<file path="src/rtl/bist_pkg.sv">
`default_nettype none
// ============================================================================
// Module      : bist_pkg
// Description : Shared definitions for the BIST responder. It holds the FSM
//               state type, the pattern-generator feedback taps
//               (x^4+x^3+1), the MISR feedback polynomial and the seed that
//               replaces an all-zero (lock-up) LFSR seed.
// Revision    : 1.0 - initial release
// ============================================================================
package bist_pkg;

  typedef enum logic [2:0] {
    ST_IDLE    = 3'd0,
    ST_START   = 3'd1,
    ST_RUN     = 3'd2,
    ST_COMPARE = 3'd3,
    ST_DONE    = 3'd4
  } bist_state_e;

  // Feedback taps for x^4+x^3+1. The new LSB is the XOR of bits 3 and 2.
  localparam logic [3:0] LFSR_TAPS        = 4'b1100;
  // MISR feedback polynomial. It is folded in whenever the MSB shifts out.
  localparam logic [7:0] MISR_POLY        = 8'h1D;
  // An all-zero LFSR never leaves zero, so a zero seed is replaced by this.
  localparam logic [3:0] LFSR_LOCKUP_SEED = 4'h1;

endpackage
`default_nettype wire

</file>
<file path="src/rtl/bist_controller_if.sv">
`default_nettype none
// ============================================================================
// Module      : bist_controller_if
// Description : Handshake/data bundle between the BIST bench (master) and
//               the BIST controller (slave).
//   master -> slave : bist_start, lfsr_seed[LFSR_W], cut_response[SIG_W]
//   slave -> master : test_mode, pattern_out[LFSR_W], signature_out[SIG_W],
//                     bist_end, pass_fail, busy
// Revision    : 1.0 - initial release
// ============================================================================
interface bist_controller_if #(
  parameter int LFSR_W = 4,
  parameter int SIG_W  = 8
);

  logic              bist_start;
  logic [LFSR_W-1:0] lfsr_seed;
  logic [SIG_W-1:0]  cut_response;
  logic              test_mode;
  logic [LFSR_W-1:0] pattern_out;
  logic [SIG_W-1:0]  signature_out;
  logic              bist_end;
  logic              pass_fail;
  logic              busy;

  modport master (
    output bist_start, lfsr_seed, cut_response,
    input  test_mode, pattern_out, signature_out, bist_end, pass_fail, busy
  );

  modport slave (
    input  bist_start, lfsr_seed, cut_response,
    output test_mode, pattern_out, signature_out, bist_end, pass_fail, busy
  );

endinterface
`default_nettype wire

</file>
<file path="src/rtl/bist_misr.sv">
`default_nettype none
// ============================================================================
// Module      : bist_misr
// Description : SIG_W-wide multiple-input signature register. Each enabled
//               edge shifts the register left, folds in the polynomial when
//               the MSB leaves, and XORs in the data word. Clear has
//               priority over enable.
//   clock, reset (sync, active-low), clear, enable, data_in[SIG_W],
//   sig_out[SIG_W] (current register contents)
// Revision    : 1.0 - initial release
// ============================================================================
module bist_misr
  import bist_pkg::*;
#(
  parameter int SIG_W = 8
) (
  input  logic             clock,
  input  logic             reset,
  input  logic             clear,
  input  logic             enable,
  input  logic [SIG_W-1:0] data_in,
  output logic [SIG_W-1:0] sig_out
);

  localparam logic [SIG_W-1:0] POLY = SIG_W'(MISR_POLY);

  logic [SIG_W-1:0] misr_q;
  logic [SIG_W-1:0] misr_d;

  always_comb begin
    misr_d = misr_q;
    if (clear) begin
      misr_d = '0;
    end else if (enable) begin
      misr_d = {misr_q[SIG_W-2:0], 1'b0}
             ^ (misr_q[SIG_W-1] ? POLY : '0)
             ^ data_in;
    end
  end

  always_ff @(posedge clock) begin
    if (!reset) begin
      misr_q <= '0;
    end else begin
      misr_q <= misr_d;
    end
  end

  assign sig_out = misr_q;

endmodule
`default_nettype wire

</file>
<file path="src/rtl/bist_controller.sv">
`default_nettype none
// ============================================================================
// Module      : bist_controller
// Description : Responder side of the bist_start / bist_end / pass_fail
//               handshake. A rising edge on bist_start seeds the LFSR pattern
//               generator and puts the CUT into test mode. CUT responses are
//               then compacted for NCYCLES edges and the signature is
//               compared against GOLDEN_SIG. The results are held until the
//               next run starts.
//   clock          : system clock, rising edge
//   reset          : synchronous, active-low
//   bus (slave)    : bist_start, lfsr_seed, cut_response in;
//                    test_mode, pattern_out, signature_out, bist_end,
//                    pass_fail, busy out
// Revision    : 1.0 - initial release
// ============================================================================
module bist_controller
  import bist_pkg::*;
#(
  parameter int               NCYCLES    = 32,
  parameter int               LFSR_W     = 4,
  parameter int               SIG_W      = 8,
  parameter logic [SIG_W-1:0] GOLDEN_SIG = '0
) (
  input  logic              clock,
  input  logic              reset,
  bist_controller_if.slave  bus
);

  // One spare bit so the counter never wraps within a run.
  localparam int                  CNT_W       = $clog2(NCYCLES) + 1;
  localparam logic [CNT_W-1:0]    CNT_LAST    = CNT_W'(NCYCLES - 1);
  localparam logic [LFSR_W-1:0]   TAPS        = LFSR_W'(LFSR_TAPS);
  localparam logic [LFSR_W-1:0]   SEED_LOCKUP = LFSR_W'(LFSR_LOCKUP_SEED);

  bist_state_e       state_q,     state_d;
  logic [LFSR_W-1:0] lfsr_q,      lfsr_d;
  logic [CNT_W-1:0]  cnt_q,       cnt_d;
  logic              start_dly_q;
  logic              test_mode_q, test_mode_d;
  logic [SIG_W-1:0]  signature_q, signature_d;
  logic              bist_end_q,  bist_end_d;
  logic              pass_fail_q, pass_fail_d;

  logic              start_evt;
  logic              misr_clear;
  logic              misr_enable;
  logic [SIG_W-1:0]  misr_value;

  // A level that is held high starts only one run.
  assign start_evt   = bus.bist_start & ~start_dly_q;
  assign misr_clear  = (state_q == ST_START);
  assign misr_enable = (state_q == ST_RUN);

  bist_misr #(
    .SIG_W   (SIG_W)
  ) u_misr (
    .clock   (clock),
    .reset   (reset),
    .clear   (misr_clear),
    .enable  (misr_enable),
    .data_in (bus.cut_response),
    .sig_out (misr_value)
  );

  always_comb begin
    state_d     = state_q;
    lfsr_d      = lfsr_q;
    cnt_d       = cnt_q;
    test_mode_d = test_mode_q;
    signature_d = signature_q;
    bist_end_d  = bist_end_q;
    pass_fail_d = pass_fail_q;

    unique case (state_q)
      ST_IDLE: begin
        if (start_evt) begin
          state_d = ST_START;
        end
      end
      ST_START: begin
        lfsr_d      = (bus.lfsr_seed == '0) ? SEED_LOCKUP : bus.lfsr_seed;
        cnt_d       = '0;
        test_mode_d = 1'b1;
        bist_end_d  = 1'b0;
        pass_fail_d = 1'b0;
        state_d     = ST_RUN;
      end
      ST_RUN: begin
        lfsr_d = {lfsr_q[LFSR_W-2:0], ^(lfsr_q & TAPS)};
        cnt_d  = cnt_q + 1'b1;
        // cnt starts at 0, so leaving on NCYCLES-1 gives NCYCLES
        // compaction edges.
        if (cnt_q == CNT_LAST) begin
          state_d = ST_COMPARE;
        end
      end
      ST_COMPARE: begin
        signature_d = misr_value;
        pass_fail_d = (misr_value == GOLDEN_SIG);
        bist_end_d  = 1'b1;
        test_mode_d = 1'b0;
        state_d     = ST_DONE;
      end
      ST_DONE: begin
        if (start_evt) begin
          state_d = ST_START;
        end
      end
      default: begin
        state_d = ST_IDLE;
      end
    endcase
  end

  always_ff @(posedge clock) begin
    if (!reset) begin
      state_q     <= ST_IDLE;
      lfsr_q      <= '0;
      cnt_q       <= '0;
      start_dly_q <= 1'b0;
      test_mode_q <= 1'b0;
      signature_q <= '0;
      bist_end_q  <= 1'b0;
      pass_fail_q <= 1'b0;
    end else begin
      state_q     <= state_d;
      lfsr_q      <= lfsr_d;
      cnt_q       <= cnt_d;
      start_dly_q <= bus.bist_start;
      test_mode_q <= test_mode_d;
      signature_q <= signature_d;
      bist_end_q  <= bist_end_d;
      pass_fail_q <= pass_fail_d;
    end
  end

  assign bus.test_mode     = test_mode_q;
  assign bus.pattern_out   = lfsr_q;
  assign bus.signature_out = signature_q;
  assign bus.bist_end      = bist_end_q;
  assign bus.pass_fail     = pass_fail_q;
  assign bus.busy          = (state_q == ST_START) || (state_q == ST_RUN) ||
                             (state_q == ST_COMPARE);

endmodule
`default_nettype wire
</file>
<file path="src/flat_wrapper.sv">
// flat-port wrapper written by rule: the top's interface ports become plain ports
module bist_controller_flat import bist_pkg::*;
#(
  parameter int               NCYCLES    = 32,
  parameter int               LFSR_W     = 4,
  parameter int               SIG_W      = 8,
  parameter logic [SIG_W-1:0] GOLDEN_SIG = '0
)
  (clock, reset, bus_bist_start, bus_lfsr_seed, bus_cut_response, bus_test_mode, bus_pattern_out, bus_signature_out, bus_bist_end, bus_pass_fail, bus_busy);
  bist_controller_if #(.LFSR_W(LFSR_W), .SIG_W(SIG_W)) bus_i ();
  input  logic clock;
  input  logic reset;
  input wire logic [$bits(bus_i.bist_start)-1:0] bus_bist_start;
  input wire logic [$bits(bus_i.lfsr_seed)-1:0] bus_lfsr_seed;
  input wire logic [$bits(bus_i.cut_response)-1:0] bus_cut_response;
  output wire logic [$bits(bus_i.test_mode)-1:0] bus_test_mode;
  output wire logic [$bits(bus_i.pattern_out)-1:0] bus_pattern_out;
  output wire logic [$bits(bus_i.signature_out)-1:0] bus_signature_out;
  output wire logic [$bits(bus_i.bist_end)-1:0] bus_bist_end;
  output wire logic [$bits(bus_i.pass_fail)-1:0] bus_pass_fail;
  output wire logic [$bits(bus_i.busy)-1:0] bus_busy;
  assign bus_i.bist_start = bus_bist_start;
  assign bus_i.lfsr_seed = bus_lfsr_seed;
  assign bus_i.cut_response = bus_cut_response;
  assign bus_test_mode = bus_i.test_mode;
  assign bus_pattern_out = bus_i.pattern_out;
  assign bus_signature_out = bus_i.signature_out;
  assign bus_bist_end = bus_i.bist_end;
  assign bus_pass_fail = bus_i.pass_fail;
  assign bus_busy = bus_i.busy;
  bist_controller #(.NCYCLES(NCYCLES), .LFSR_W(LFSR_W), .SIG_W(SIG_W), .GOLDEN_SIG(GOLDEN_SIG)) u_core (.clock(clock), .reset(reset), .bus(bus_i));
endmodule
</file>
<file path="config.mk">
export PLATFORM = sky130hd
export DESIGN_NAME = bist_controller_flat
export DESIGN_NICKNAME = d
export VERILOG_FILES = /design/src/rtl/bist_pkg.sv /design/src/rtl/bist_controller_if.sv /design/src/rtl/bist_misr.sv /design/src/rtl/bist_controller.sv /design/src/flat_wrapper.sv
export SDC_FILE = /design/constraint.sdc
export NUM_CORES = 1
export LEC_CHECK = 0
export CAP_MARGIN = 10
export CORE_ASPECT_RATIO = 0.5
export CORE_MARGIN = 10
export CORE_UTILIZATION = 40
export CTS_CLUSTER_DIAMETER = 100
export CTS_CLUSTER_SIZE = 16
export DETAILED_ROUTE_END_ITERATION = 7
export PLACE_DENSITY_LB_ADDON = 0.05
export SLEW_MARGIN = 10
export SYNTH_ARGS = -nofsm -noshare
export SYNTH_HDL_FRONTEND = slang
export SYNTH_SLANG_ARGS = --single-unit
</file>
<file path="constraint.sdc">
create_clock -name clock -period 1.8 [get_ports clock]
set_clock_uncertainty 0.1 [all_clocks]
set_input_delay 0.18 -clock clock [delete_from_list [all_inputs] [get_ports clock]]
set_output_delay 0.18 -clock clock [all_outputs]
set_load 0.05 [all_outputs]
</file>
Word-level counts from Yosys, hierarchy flattened. Index checks and enable logic that the tools add are counted. W data, S select, Z words.

Register bits: 33. Latch bits: 0. Bits in read-only memories: 0. RAM bits: 0. Memories: 0. Output and inout port bits: 16.

Mux-type cells: 10. Divide/modulo/power cells: 0. Bitwise gates (word level): 5. Add/subtract/negate cells: 1. Multiply operators: 0. Reduce and logical (&&, ||, !) cells: 11. Order comparisons: 0. Equality and inequality tests: 7. Shift operators: 0.

Operators by type and width (number): $xor A8 B8 Y8 (2); $pmux W3 S4 (1); $pmux W6 S2 (1); $logic_not A8 Y1 (1); $pmux W4 S2 (1); $add A6 B1 Y6 const B (1); $eq A3 B2 Y1 const B (2); $eq A6 B5 Y1 const B (1); $mux W3 (2); $pmux W1 S2 (3); $mux W5 (1); $logic_not A4 Y1 (1); $mux W4 (1); $reduce_bool A2 Y1 (2); $reduce_or A2 Y1 (2); $reduce_xor A4 Y1 (1); $eq A3 B1 Y1 const B (1); $eq A3 B3 Y1 const B (1); $logic_not A3 Y1 (1); $logic_or A1 B1 Y1 (2); $ne A2 B1 Y1 const B (1); $ne A2 B2 Y1 const B (1); $not A1 Y1 (2); $reduce_and A2 Y1 (1); $and A1 B1 Y1 (1).

Longest topological paths before layout.
Depth after elaboration: 4. Mapped depth: 5. Depth with buffers taken out: 4.

Hierarchy. Synthesis repeated with hierarchy kept, for this count alone.

Cell total of the unflattened synthesis: 144. Area total of the unflattened synthesis: 1443.9 um2.

By module, submodules not included: bist_controller (times used 1, sequential area each 500.5 um2, area an instance 1044.8 um2, cells an instance 108); bist_misr (times used 1, sequential area each 160.2 um2, area an instance 399.1 um2, cells an instance 36).

Worst setup path before layout. No wires, ideal clock.

Path type: register to output. From: register u_core.state_q[2]. To: output bus_busy. Data arrival time: 1320 ps. Data required time: 1520 ps. Path slack: 200 ps. Cell stages (with the launch flop): 4. Path through: dfxtp_1 > buf_2 > buf_2 > nor2_1.

Word-level cells in the longest chain between the ends: 3. Elaborated cells between the ends (all ways): 5. Classes of those cells: eq/ne (3); reduce/logical (2).

RTL lines: start, declared (line bist_controller.sv:36) `bist_state_e state_q, state_d;`; start signal, assigned (line bist_controller.sv:127) `state_q <= state_d;`; $eq A3 B1 Y1 or $eq A3 B2 Y1 (tied branches) (line bist_controller.sv:143) `assign bus.busy = (state_q == ST_START) || (state_q == ST_RUN) ||`; $logic_or A1 B1 Y1 (line bist_controller.sv:143); $logic_or A1 B1 Y1 (*) (line bist_controller.sv:143); end, declared (line flat_wrapper.sv:21) `output wire logic [$bits(bus_i.busy)-1:0] bus_busy;`.

Every way passes the cells marked *; elsewhere a longest branch is shown, timed or not.

Worst setup path after layout.
From: register u_core.signature_q[3] (netlist: u_core.bus.signature_out[3]). To: output bus_signature_out[3].

RTL lines: start, declared (line bist_controller.sv:41) `logic [SIG_W-1:0] signature_q, signature_d;`; start signal, assigned (line bist_controller.sv:132) `signature_q <= signature_d;`; end, declared (line flat_wrapper.sv:18) `output wire logic [$bits(bus_i.signature_out)-1:0] bus_signature_out;`.

No word-level cell between the ends.

==> flow_summary.json <==
{
  "status": "finished, final reports clean",
  "die_x_microns": 107,
  "rsz0062_at_grt": "no",
  "timing.fmax_ghz": 0.588,
  "synth_ff_type": "dfxtp_1",
  "ctsHoldBuffers": 0,
  "start_kind": "flop",
  "cp_slowest_stage_delay_ns": 0.81,
  "dieArea_sq_mm": 0.00683,
  "clock_latency_ns": 0.28,
  "synthesis.nets": 180,
  "fin_ws_ns": 0.0989,
  "dr.pass1.iters": 4,
  "track_usage_pct": 11.2,
  "cp.arrival_ns": 1.42,
  "crit_fanout": 2,
  "fin_tns_setup_ns": 0,
  "ctsLongestPathBuffers": 2,
  "htree_levels": 2,
  "synth_commonest_cells": "dfxtp_1 (33), nand2_1 (21), a21oi_1 (16)",
  "diodes": 0,
  "setup_viol_count_final": 0,
  "slowest_stage": "clkdlybuf4s50_1",
  "hpwlAfterDp_microns": 2620,
  "cts.sinks": 33,
  "clkTransAtPathRegs_ns": 0.06,
  "pin_count": 31,
  "via_count": 1296,
  "cts_setup_buffers": 0,
  "fin_cells": 250,
  "drt_wl_total_microns": 3600,
  "synth_seq_cells": 33,
  "ys_warn_count": 0,
  "total_power_uw": 1860,
  "tightest_slew_ns": 0.499,
  "power_density_mw_per_mm2": 933,
  "endpoint_kind": "output pin",
  "ys_async_sr_fraction_pct": 0,
  "synth_most_common_cell": "dfxtp_1",
  "critical_path_class": "flop to output pin",
  "synth_area_leaders": "dfxtp_1 (43%), a21oi_1 (5.3%), nand2_1 (5.2%)",
  "viasPerCell": 5.18,
  "hold_viol": 0,
  "grt_overflow": 0,
  "post-place-ws_ns": 0.214,
  "die_h_microns": 63.7,
  "drv_slew": 0,
  "postSynthCellCount": 164,
  "antenna_found_initial": 0,
  "wl_per_cell_microns": 14.4,
  "synth-edff-count": 0,
  "crit_family": "buffers and inverters",
  "layout-drive-gt1-share_pct": 17.6,
  "seq_area_frac_synth_pct": 43.3,
  "ir_drop_uv": 425,
  "critical_path.cell_chain": "clkdlybuf4s50_1",
  "cts_made_buffers": 5,
  "period_minus_slack_ns": 1.70,
  "fin_nets": 214,
  "cts_root_buf": "clkbuf_8",
  "ys_types": 40,
  "required_ns": 1.52,
  "start_util_pct": 43.0,
  "slew_headroom_pct": 66.6,
  "drc_errors": 0,
  "place_inst": 242,
  "holdWs_ns": 0.354,
  "area_growth_pct": 30.4,
  "std_cell_rows": 15,
  "post_cts_resized": 0,
  "yosysTopAreaCellShare_pct": 43.3,
  "period_share_pct": 94.5,
  "yosysTopAreaCell": "dfxtp_1",
  "grt_max_degree": 17,
  "cts_tree": "yes",
  "grt_pass1_vias": 1291,
  "syn_avg_cell_area_sq_um": 9.30,
  "io_buffers": 30,
  "drv_cap": 0,
  "core_sq_mm": 0.00355,
  "postRouteAntennaNets": 0,
  "p_leak_uw": 0.000737,
  "drt-initial-drc-count": 40,
  "path_buf_inv": 1,
  "syn_area_sq_mm": 0.00153,
  "grt_pass1_wl_microns": 6180,
  "gp_congestion": 0.786,
  "hp-class": "flop to flop"
}
==> worst min-delay path, cell delays in order (launching register included) <==
cell and delay [ns]:
dfxtp_1 0.31, nand2_1 0.05, a21oi_1 0.05
==> final cells by class <==
cell class / count / area (sq um)
clock buffer: 7 / 86.3
clock inverter: 1 / 30.0
fill: 327 / 1560
inverter: 1 / 3.75
multi-input combinational: 121 / 812
sequential: 33 / 662
tap: 51 / 63.8
timing repair buffer: 36 / 330
==> registers in the layout, indices dropped and copies added (netlist names) <==
register / count
u_core.bus.test_mode: 1
u_core.bus.signature_out: 8
u_core.bus.bist_end: 1
u_core.state_q: 3
u_core.cnt_q: 6
u_core.u_misr.sig_out: 8
u_core.bus.pass_fail: 1
u_core.bus.pattern_out: 4
u_core.start_dly_q: 1
==> through the flow <==
step / instance area (sq um) / utilization [%]
2_1_floorplan: 1530 / -
3_3_place_gp: 1870 / 52.7
3_5_place_dp: 1870 / 52.7
4_1_cts: 1990 / 56.0
5_1_grt: 1990 / 56.0
6_report: 1990 / 56.0
==> layout by cell type, fill, tap and decap left out, types with 2 or more instances in the layout <==
cell / instances
nand2_1: 21
a211oi_1: 3
nor2b_1: 2
a21oi_1: 16
a211oi_2: 2
mux2i_1: 2
xor3_1: 3
buf_4: 16
xnor2_1: 6
o22ai_1: 2
nor3_1: 2
o21ai_0: 6
dfxtp_1: 32
nor4_1: 2
clkbuf_8: 6
nand2b_1: 10
nand4_1: 3
clkdlybuf4s50_1: 19
o22a_1: 3
nand3b_1: 3
a21o_1: 2
nor2_1: 13
o221a_2: 3
a311oi_1: 2
==> metal layers <==
layer	up-vias	global-route usage, %	routed length [microns]
met4	0	3.86	22
met1	609	13.7	1720
met3	2	5.17	300
li1	653	-	-
met2	32	16.7	1550
met5	-	0	0
==> power by group <==
part	total [uW]	internal, uW	switching, uW
Sequential	809	766	42.4
Clock	714	451	263
Combinational	333	159	174
Total	1860	1380	480
==> cell families (layout without fill, tap and decap cells) <==
| family | Yosys count | count (layout) | synth area share (%) |
|---|---|---|---|
| buffers and inverters | 10 | 45 | 3.45 |
| XOR/XNOR | 10 | 10 | 8.70 |
| AO/OA/AOI/OAI | 44 | 44 | 20.3 |
| adder cells (fa/ha/maj) | 1 | 1 | 0.820 |
| flip-flops | 33 | 33 | 43.3 |
| AND/OR/NAND/NOR | 64 | 64 | 22.1 |
| multiplexers | 2 | 2 | 1.31 |
==> final timing paths <==
kind	from	to	slack (ns)	depth (start not counted)
max	u_core.bus.signature_out[3]	bus_signature_out[3]	0.1	1
min	u_core.bus.signature_out[7]	u_core.bus.signature_out[7]	0.35	2
max reg2reg	u_core.state_q[2]	u_core.state_q[0]	0.26	4
min reg2reg	u_core.bus.signature_out[7]	u_core.bus.signature_out[7]	0.35	2
(Power assumes the default switching activity.)
